### src/rtl/bus_arbiter_pkg.sv
// Shared definitions for the two-master bus arbiter: state encoding and default sizing.
package bus_arbiter_pkg;

  typedef enum logic [1:0] {
    IDLE = 2'd0,
    GNT0 = 2'd1,
    GNT1 = 2'd2
  } state_t;

  localparam int unsigned DATA_W_DEF   = 32;
  localparam int unsigned ADDR_W_DEF   = 32;
  localparam int unsigned MAX_HOLD_DEF = 8;
  localparam int unsigned HOLD_W       = 4;

endpackage

### src/rtl/bus_arbiter_rr_pick2.sv
// Two-way round-robin choice: on a tie the master that was not granted last wins.
module rr_pick2 (
  input  logic [1:0] req,
  input  logic       last,
  output logic       pick,
  output logic       any
);

  assign any  = |req;
  assign pick = (req == 2'b11) ? ~last : req[1];

endmodule

### src/rtl/bus_arbiter.sv
// Two-master (CPU data port, DMA) bus arbiter toward the Bridge with lockable
// grants bounded by MAX_HOLD and a registered read-data return path.
module bus_arbiter
  import bus_arbiter_pkg::*;
#(
  parameter int unsigned DATA_W   = DATA_W_DEF,
  parameter int unsigned ADDR_W   = ADDR_W_DEF,
  parameter int unsigned MAX_HOLD = MAX_HOLD_DEF
) (
  input  logic              clk_from_cpu,
  input  logic              rst_n_from_cpu,
  input  logic              m0_req,
  input  logic              m0_lock,
  input  logic              m0_we,
  input  logic [ADDR_W-1:0] m0_addr,
  input  logic [DATA_W-1:0] m0_wdata,
  output logic              m0_gnt,
  output logic              m0_rvalid,
  output logic [DATA_W-1:0] m0_rdata,
  input  logic              m1_req,
  input  logic              m1_lock,
  input  logic              m1_we,
  input  logic [ADDR_W-1:0] m1_addr,
  input  logic [DATA_W-1:0] m1_wdata,
  output logic              m1_gnt,
  output logic              m1_rvalid,
  output logic [DATA_W-1:0] m1_rdata,
  output logic [ADDR_W-1:0] addr_to_bridge,
  output logic              we_to_bridge,
  output logic [DATA_W-1:0] wdata_to_bridge,
  input  logic [DATA_W-1:0] rdata_from_bridge
);

  state_t            state, state_nxt;
  logic [HOLD_W-1:0] hold_cnt, hold_cnt_nxt;
  logic [HOLD_W-1:0] hold_max;
  logic              last_gnt, last_gnt_nxt;
  logic              pick, any_req;
  logic              own_sel, own_req, own_lock, oth_req;
  logic              rd0_c, rd1_c;

  assign hold_max = HOLD_W'(MAX_HOLD);

  rr_pick2 u_rr_pick2 (
    .req  ({m1_req, m0_req}),
    .last (last_gnt),
    .pick (pick),
    .any  (any_req)
  );

  // "own" is the master currently holding the grant, "oth" the competitor
  assign own_sel  = (state == GNT1);
  assign own_req  = own_sel ? m1_req  : m0_req;
  assign own_lock = own_sel ? m1_lock : m0_lock;
  assign oth_req  = own_sel ? m0_req  : m1_req;

  assign m0_gnt = (state == GNT0);
  assign m1_gnt = (state == GNT1);

  always_ff @(posedge clk_from_cpu or negedge rst_n_from_cpu) begin
    if (!rst_n_from_cpu) begin
      state    <= IDLE;
      hold_cnt <= '0;
      last_gnt <= 1'b1;
    end else begin
      state    <= state_nxt;
      hold_cnt <= hold_cnt_nxt;
      last_gnt <= last_gnt_nxt;
    end
  end

  always_comb begin
    state_nxt       = state;
    hold_cnt_nxt    = hold_cnt;
    last_gnt_nxt    = last_gnt;
    addr_to_bridge  = '0;
    we_to_bridge    = 1'b0;
    wdata_to_bridge = '0;
    unique case (state)
      IDLE: begin
        if (any_req) begin
          state_nxt    = pick ? GNT1 : GNT0;
          hold_cnt_nxt = HOLD_W'(1);
        end
      end
      GNT0, GNT1: begin
        addr_to_bridge  = own_sel ? m1_addr  : m0_addr;
        we_to_bridge    = own_sel ? m1_we    : m0_we;
        wdata_to_bridge = own_sel ? m1_wdata : m0_wdata;
        if (own_req && own_lock && (hold_cnt < hold_max)) begin
          hold_cnt_nxt = hold_cnt + HOLD_W'(1);
        end else if (oth_req) begin
          state_nxt    = own_sel ? GNT0 : GNT1;
          hold_cnt_nxt = HOLD_W'(1);
          last_gnt_nxt = own_sel;
        end else if (own_req) begin
          hold_cnt_nxt = HOLD_W'(1);
        end else begin
          state_nxt    = IDLE;
          hold_cnt_nxt = '0;
          last_gnt_nxt = own_sel;
        end
      end
      default: begin
        state_nxt    = IDLE;
        hold_cnt_nxt = '0;
      end
    endcase
  end

  assign rd0_c = (state == GNT0) && !m0_we;
  assign rd1_c = (state == GNT1) && !m1_we;

  // Read data captured at the end of the granted read cycle, valid for one cycle
  always_ff @(posedge clk_from_cpu or negedge rst_n_from_cpu) begin
    if (!rst_n_from_cpu) begin
      m0_rvalid <= 1'b0;
      m1_rvalid <= 1'b0;
      m0_rdata  <= '0;
      m1_rdata  <= '0;
    end else begin
      m0_rvalid <= rd0_c;
      m1_rvalid <= rd1_c;
      if (rd0_c) m0_rdata <= rdata_from_bridge;
      if (rd1_c) m1_rdata <= rdata_from_bridge;
    end
  end

endmodule

### config.mk
export PLATFORM = sky130hd
export DESIGN_NAME = bus_arbiter
export DESIGN_NICKNAME = d
export VERILOG_FILES = /design/src/rtl/bus_arbiter_pkg.sv /design/src/rtl/bus_arbiter_rr_pick2.sv /design/src/rtl/bus_arbiter.sv
export SDC_FILE = /design/constraint.sdc
export NUM_CORES = 1
export LEC_CHECK = 0
export BUFFER_PORTS_ARGS = -buffer_cell sky130_fd_sc_hd__buf_2
export CELL_PAD_IN_SITES_DETAIL_PLACEMENT = 1
export CELL_PAD_IN_SITES_GLOBAL_PLACEMENT = 2
export CORE_ASPECT_RATIO = 0.5
export CORE_MARGIN = 1.5
export CORE_UTILIZATION = 25
export CTS_CLUSTER_SIZE = 14
export DETAILED_ROUTE_END_ITERATION = 8
export PLACE_DENSITY_LB_ADDON = 0.12
export SLEW_MARGIN = 20
export SYNTH_ARGS = -nofsm -noshare
export SYNTH_HDL_FRONTEND = slang
export SYNTH_SLANG_ARGS = --single-unit
### constraint.sdc
create_clock -name clk_from_cpu -period 2.7 [get_ports clk_from_cpu]
set_clock_uncertainty 0.15 [all_clocks]
set_input_delay 0.27 -clock clk_from_cpu [delete_from_list [all_inputs] [get_ports clk_from_cpu]]
set_output_delay 0.27 -clock clk_from_cpu [all_outputs]
set_load 0.02 [all_outputs]
==> impl_results.rst, run 1 <==
.. list-table::
   :header-rows: 1

   * - Metric
     - Value
   * - Most area-consuming cells after synthesis
     - dfrtp_1 44%, mux2_1 17%, mux2i_1 16%, nor2b_1 11%, ha_1 1.8%
   * - Path depth of the worst reg2reg path
     - 6
   * - Clock tree from TritonCTS
     - built
   * - Worst hold path endpoint
     - m1_rdata[6]
   * - Power density cells
     - 1260 mW/mm^2
   * - Number of distinct library cells after synthesis
     - 34
   * - Floorplan row count
     - 33
   * - Layout Utilization
     - 0.388
   * - Largest net degree at the start of global routing
     - 74
   * - Synthesized area per cell
     - roughly 12 sq um
   * - Count of antenna-violating nets left after detailed routing
     - 0
   * - Post-synthesis async set-or-reset flop share
     - 1.00
   * - Number of buffers inserted by port buffering
     - 300
   * - Vias after detailed routing
     - approximately 3,700
   * - TNS Setup
     - 0 ns
   * - Gate Count Post-Synth
     - 340
   * - Number of global-route vias before repair
     - about 3,700
   * - Worst reg2reg path endpoint
     - state[1]
   * - Share of Yosys cell area claimed by the top area cell type
     - 0.435
   * - Worst slew pin tran
     - ~0.37 ns
   * - #FFs+latches synth
     - 73
   * - Horizontal die dimension
     - roughly 180 um
   * - Final-stage net count
     - between 800 and 900
   * - Unrepaired setup endpoints after global routing
     - no
   * - Number of hold-slack violations in the final timing report
     - 0
   * - Timing-limited maximum frequency
     - roughly 420 MHz
   * - Remaining max-slew budget at the tightest pin
     - 0.745
   * - Crit path max fanout
     - between 40 and 50
   * - Post-detailed-route DRC marker count
     - 0
   * - Area of combinational cells with multiple inputs
     - roughly 0.0022 sq mm
   * - Crit Path Class
     - register to output pin
   * - Wire length of the first global-routing pass
     - roughly 20,000 um
   * - Worst Min Path Start
     - rdata_from_bridge[6]
   * - Wire per inst
     - 15.4 um
   * - Total non-filler cell area in the finished layout
     - between 0.006 and 0.007 sq mm
   * - Starting density of the core
     - 0.254
   * - Synth warn
     - 0
   * - Worst-case vdd ir drop
     - approximately 0.36 mV
   * - Fin worst setup slack
     - about 0.34 ns
   * - Hold Slack
     - approximately 0.022 ns
   * - Share of layout cells above drive strength 1
     - 0.524
   * - Total Routed Length
     - about 13,000 um
   * - Category of the worst setup path launch point
     - register
   * - Global placer's final weighted congestion
     - between 0.7 and 0.8
   * - # setup viols final
     - 0
   * - Violation count after the first detailed-route iteration
     - 73
   * - Max-slew violations
     - 0
   * - H-tree levels
     - 3
   * - Drt via density
     - between 4 and 5
   * - Worst min path class
     - primary input to register
   * - Post-synthesis instance area
     - roughly 0.0041 sq mm
   * - Largest buffer count on any clock path
     - 2
   * - Count of flip-flops with a built-in enable after synthesis
     - 0
   * - Maximum capacitance violations
     - 0
   * - Launching point of the worst reg2reg path
     - state[0]
   * - Required time of the worst setup path
     - 2.28 ns
   * - Post-Place Setup Slack
     - between 0.6 and 0.7 ns
   * - Data arrival time at the worst-slack endpoint
     - between 1.5 and 2 ns
   * - Most used flip-flop cell after synthesis
     - dfrtp_1
   * - Congestion Overflow GR
     - 0
   * - Dpl hpwl
     - between 10,000 and 15,000 um
   * - # fillers
     - 1,936
   * - Result of the run
     - finished, final reports clean
   * - Largest area contributor in the netlist
     - dfrtp_1
   * - Post-layout min period
     - 2.36 ns
   * - R2r setup slk
     - about 0.65 ns
   * - Clock-pin slew on the worst setup and hold paths
     - roughly 0.06 ns
   * - Register area share after synthesis
     - 0.442
   * - Length of the first detailed-routing pass in iterations
     - 4
   * - Area of the die
     - ~0.017 sq mm
   * - Post-route clock period utilization
     - 0.873
   * - Leakage
     - ~0.0032 uW
   * - Antenna violations before repair
     - 7
   * - Most frequent cells in the layout
     - 300 x buf_2, 72 x dfrtp_1, 69 x nor2b_1
   * - Placed cell area
     - a little under 0.006 sq mm
   * - Resized cells post-CTS
     - 0
   * - Area of the core region
     - 0.0163 sq mm
   * - Boundary Pins
     - 301
   * - CP Capture Type
     - output pin
   * - Buffer cell driving the clock tree root
     - clkbuf_16
   * - Cells on Worst Hold Path
     - 2
   * - Height of the die
     - 94.0 um
   * - Syn_nets
     - slightly above 500
   * - Most common library cell in the layout ignoring fill and taps
     - buf_2
   * - Layout area overhead
     - 52.6%
   * - Setup bufs post-CTS
     - 0
   * - Clock Sink Count
     - 73
   * - Total GRT Usage
     - 0.150
   * - Clock latency on the worst-skew pair
     - roughly 0.32 ns
   * - Total area of sequential cells
     - 0.00183 sq mm
   * - Num CTS Buffers
     - 9
-- layer usage --
metal	GRT usage	vias up	wire length, um
li1	-	1777	-
met1	0.156	1768	5030
met2	0.278	127	7010
met3	0.0585	24	1050
met4	0.0515	8	260
met5	0	-	57
-- worst max path at each step --
| stage | depth (start not counted) | slack [ns] | endpoint | start |
|---|---|---|---|---|
| 2_1_floorplan | 7 | 0.58 | addr_to_bridge[10] | state[0] |
| 3_3_place_gp | 6 | 0.63 | addr_to_bridge[5] | state[0] |
| 3_5_place_dp | 6 | 0.65 | addr_to_bridge[4] | state[0] |
| 4_1_cts | 6 | 0.29 | addr_to_bridge[4] | state[0] |
| 5_1_grt | 6 | 0.19 | wdata_to_bridge[10] | state[0] |
| 6_report | 6 | 0.34 | addr_to_bridge[4] | state[0] |
-- final cells by class --
| type | count | area share |
|---|---|---|
| Clock inverter | 5 | 0.0238 |
| Antenna cell | 2 | 0.000792 |
| Inverter | 4 | 0.00238 |
| Tap cell | 227 | 0.0449 |
| Sequential cell | 73 | 0.289 |
| Multi-Input combinational cell | 240 | 0.345 |
| Timing Repair Buffer | 310 | 0.256 |
| Clock buffer | 11 | 0.0384 |
-- flip-flops by register name, summed over array words and instances (netlist names) --
name	count
state	2
m0_rvalid	1
m1_rdata	32
hold_cnt	4
last_gnt	1
m1_rvalid	1
m0_rdata	32
-- critical path, stage by stage (launching register included) --
cell	delay (ns)
dfrtp_1	0.41
inv_1	0.15
ha_4	0.25
buf_12	0.29
mux2i_1	0.27
nor2b_1	0.07
buf_2	0.16
-- logic make-up after synthesis --
logic type / synth area share
adders and majority gates: 0.0181
AOI/OAI and AO/OA: 0.0266
DFF: 0.442
and+or+nand+nor: 0.134
buffers and inverters: 0.0378
muxes: 0.342
-- repair_timing --
action	CTS	global route
setup endpoints to repair	0	0
hold buffers	1	0
endpoints found under the hold margin	72	0
-- synth_stat cells (2+ instances only) --
cell / instances
nand2_1: 7
inv_1: 3
o2bb2ai_1: 2
buf_2: 8
buf_4: 4
nand2b_1: 5
o21ai_1: 2
buf_8: 2
mux2i_1: 67
ha_1: 6
dfrtp_1: 72
mux2_1: 62
clkbuf_1: 8
mux2_2: 3
nor2b_1: 70
-- stage by stage --
stage                     total power, uW  instances
after floorplan                      4980        340
after global placement               6510        853
after detailed placement             6550        853
after CTS                            8150        870
after global routing                 8520        871
final                                7990        872
-- report_power, final --
part,internal (uW),switching (uW)
registers,1630,244
clock network,1120,435
logic,1840,2730
total,4580,3410
Note: power is estimated with default switching activity, not from simulation.
==> run 2, diff against run 1 <==
Settings changed: CORE_UTILIZATION 25 to 23, SYNTH_HIERARCHICAL set to 1.
Clock period 2.7 ns to 2.4 ns, I/O delays scaled along.
==> impl_results.rst, run 2 <==
.. list-table::
   :header-rows: 1

   * - Metric
     - Value
   * - Antenna violations before repair
     - 3
   * - Category of the worst setup path launch point
     - register
   * - Post-detailed-route DRC marker count
     - 0
   * - Largest area contributor in the netlist
     - dfrtp_1
   * - Post-layout min period
     - around 2.3 ns
   * - Largest buffer count on any clock path
     - 2
   * - Fraction of the mapped netlist area in compound gates
     - 0.0180
   * - Worst-case vdd ir drop
     - 0.648 mV
   * - Timing-limited maximum frequency
     - about 440 MHz
   * - Worst setup path startpoint
     - state[0]
   * - Antenna Diode Count
     - 0
   * - Top post-synthesis cells by count
     - 72 x dfrtp_1, 70 x nor2b_1, 69 x mux2i_1, 42 x mux2_2, 25 x mux2_1
   * - Buffer cell driving the clock tree root
     - clkbuf_16
   * - # setup viols final
     - 0
   * - Post-route clock period utilization
     - 0.944
   * - Post-Place Setup Slack
     - 0.263 ns
   * - Max-slew violations
     - 0
   * - H-tree levels
     - 3
   * - R2r setup slk
     - roughly 0.23 ns
   * - #FFs+latches synth
     - 73
   * - Multiplexer fraction of the synthesized cell area
     - 0.352
   * - Most used flip-flop cell after synthesis
     - dfrtp_1
   * - Worst reg2reg path endpoint
     - state[1]
   * - Cells on Worst Hold Path
     - 3
   * - Maximum capacitance violations
     - 0
   * - Leakage
     - between 0.003 and 0.004 uW
   * - Fin worst setup slack
     - 0.135 ns
   * - Data arrival time at the worst-slack endpoint
     - between 1.5 and 2 ns
   * - Height of the die
     - between 90 and 100 um
   * - Path depth of the worst reg2reg path
     - 7
   * - Clock latency on the worst-skew pair
     - between 0.3 and 0.4 ns
   * - Combinational family with the most area after synthesis
     - multiplexers
   * - Worst Min Path Start
     - m1_we
   * - XOR/XNOR Fraction of Synth Area
     - 0
   * - Total GRT Usage
     - 0.154
   * - Worst min path class
     - primary input to register
   * - CP Capture Type
     - output pin
   * - Worst slew pin tran
     - ~0.47 ns
   * - Crit Path Class
     - register to output pin
   * - Fraction of the mapped netlist area in simple logic gates
     - 0.131
   * - Congestion Overflow GR
     - 0
   * - Final-stage net count
     - 848
   * - Layout area overhead
     - 62.6%
   * - Worst hold path endpoint
     - m1_rvalid
   * - Count of antenna-violating nets left after detailed routing
     - 0
   * - Horizontal die dimension
     - ~190 um
   * - Registers with the most flip-flops
     - m0_rdata (32), m1_rdata (32), hold_cnt (4)
   * - Length of the first detailed-routing pass in iterations
     - 3
   * - Required time of the worst setup path
     - 2.01 ns
   * - Crit path max fanout
     - 25
   * - Floorplan row count
     - 34
   * - Syn_nets
     - between 500 and 600
   * - Post-synthesis instance area
     - between 0.004 and 0.005 sq mm
   * - Drt via density
     - 4.17
   * - Post-synthesis async set-or-reset flop share
     - 1.00
   * - Dpl hpwl
     - roughly 11,000 um
   * - Area of the core region
     - about 0.017 sq mm
   * - Share of layout cells above drive strength 1
     - 0.560
   * - Adder and majority cell fraction of the synthesized area
     - 0.0183
   * - Power density cells
     - between 1000 and 1500 mW/mm^2
   * - Launching point of the worst reg2reg path
     - state[0]
   * - Library cell with the highest instance count after synthesis
     - dfrtp_1
   * - Most area-consuming cells after synthesis
     - dfrtp_1 44%, mux2i_1 17%, mux2_2 12%, nor2b_1 11%, mux2_1 6.9%
   * - Wire per inst
     - 16.3 um
   * - Result of the run
     - finished, final reports clean
   * - Clock-pin slew on the worst setup and hold paths
     - 0.06 ns
   * - Boundary Pins
     - about 300
   * - Register area share after synthesis
     - 0.446
   * - Most common library cell in the layout ignoring fill and taps
     - buf_2
   * - Remaining max-slew budget at the tightest pin
     - 0.685
   * - Area of the die
     - ~0.019 sq mm
   * - Violation count after the first detailed-route iteration
     - 69
   * - Gate Count Post-Synth
     - ~340
   * - Number of global-route vias before repair
     - slightly above 4,000
   * - Clock tree from TritonCTS
     - built
   * - Largest net degree at the start of global routing
     - 64
   * - Number of hold-slack violations in the final timing report
     - 0
   * - TNS Setup
     - 0 ns
   * - Unrepaired setup endpoints after global routing
     - no
   * - Count of flip-flops with a built-in enable after synthesis
     - 0
   * - Global placer's final weighted congestion
     - 0.763
   * - Synth warn
     - 6
   * - Hold Slack
     - around 0.17 ns
   * - Total Routed Length
     - between 10,000 and 15,000 um
   * - Vias after detailed routing
     - around 3,800
   * - Wire length of the first global-routing pass
     - between 20,000 and 25,000 um
   * - Share of Yosys cell area claimed by the top area cell type
     - 0.439
   * - Starting density of the core
     - 0.236
   * - Clock Sink Count
     - 73
   * - Most frequent cells in the layout
     - 299 x buf_2, 72 x dfrtp_1, 69 x nor2b_1
   * - Num CTS Buffers
     - 9
   * - Number of buffers inserted by port buffering
     - 300
   * - Synthesized area per cell
     - roughly 12 sq um
   * - Number of distinct library cells after synthesis
     - 28
==> run 2: cell type report <==
cell class | count | area (sq um)
fill | 2036 | 10700
timing repair buffer | 346 | 2020
sequential | 73 | 1830
inverter | 4 | 15.0
clock inverter | 6 | 115
multi-input combinational | 240 | 2170
tap | 234 | 293
clock buffer | 10 | 229
==> run 2: cells by family after synthesis <==
group / count (synthesis)
muxes: 136
and+or+nand+nor: 88
DFF: 73
buffers and inverters: 28
AOI/OAI and AO/OA: 10
adders and majority gates: 6
==> run 2: what timing repair did <==
item / CTS / global route
buffers inserted: 2 / 0
gates resized for setup: 2 / 5
hold buffers: 33 / 0
endpoints found under the hold margin: 94 / 0
gates cloned: 1 / 1
endpoints found under the setup margin: 34 / 62
==> run 2: per-stage QoR <==
step                cells  total power (uW)  cell area (sq um)   util
global placement      860              7700               5900  0.339
floorplan             341              5840               4100      -
CTS                   912              9530               6630  0.381
global route          913             10100               6670  0.383
finish                913              9500               6670  0.383
detailed placement    860              7760               5900  0.339
==> run 2: per-layer routing <==
layer,part of all wire,GRT usage,vias to the layer above
met4,0.011,0.0361,4
met3,0.082,0.0599,16
li1,-,-,1845
met1,0.39,0.169,1815
met2,0.51,0.278,131
met5,0.0018,0,-
==> run 2: how the worst max path moves through the flow <==
stage | slack, ns | endpoint | cells after the start
floorplan | 0.24 | wdata_to_bridge[12] | 7
global placement | 0.28 | addr_to_bridge[8] | 6
detailed placement | 0.26 | state[1] | 6
CTS | 0.04 | addr_to_bridge[15] | 5
global route | 0.02 | wdata_to_bridge[25] | 6
finish | 0.14 | wdata_to_bridge[25] | 6
==> run 2: power breakdown <==
group / internal (uW) / total [uW] / leakage [uW] / switching, uW
Combinational: 2480 / 5830 / 0.00231 / 3350
Sequential: 1830 / 2120 / 0.000876 / 290
Clock: 1020 / 1540 / 0.000163 / 522
==> run 2: worst max-delay path: stages, from the launching register on <==
cell and delay [ns]:
dfrtp_1 0.42, inv_2 0.14, ha_4 0.24, buf_16 0.22
mux2i_1 0.27, nor2b_1 0.07, buf_2 0.16
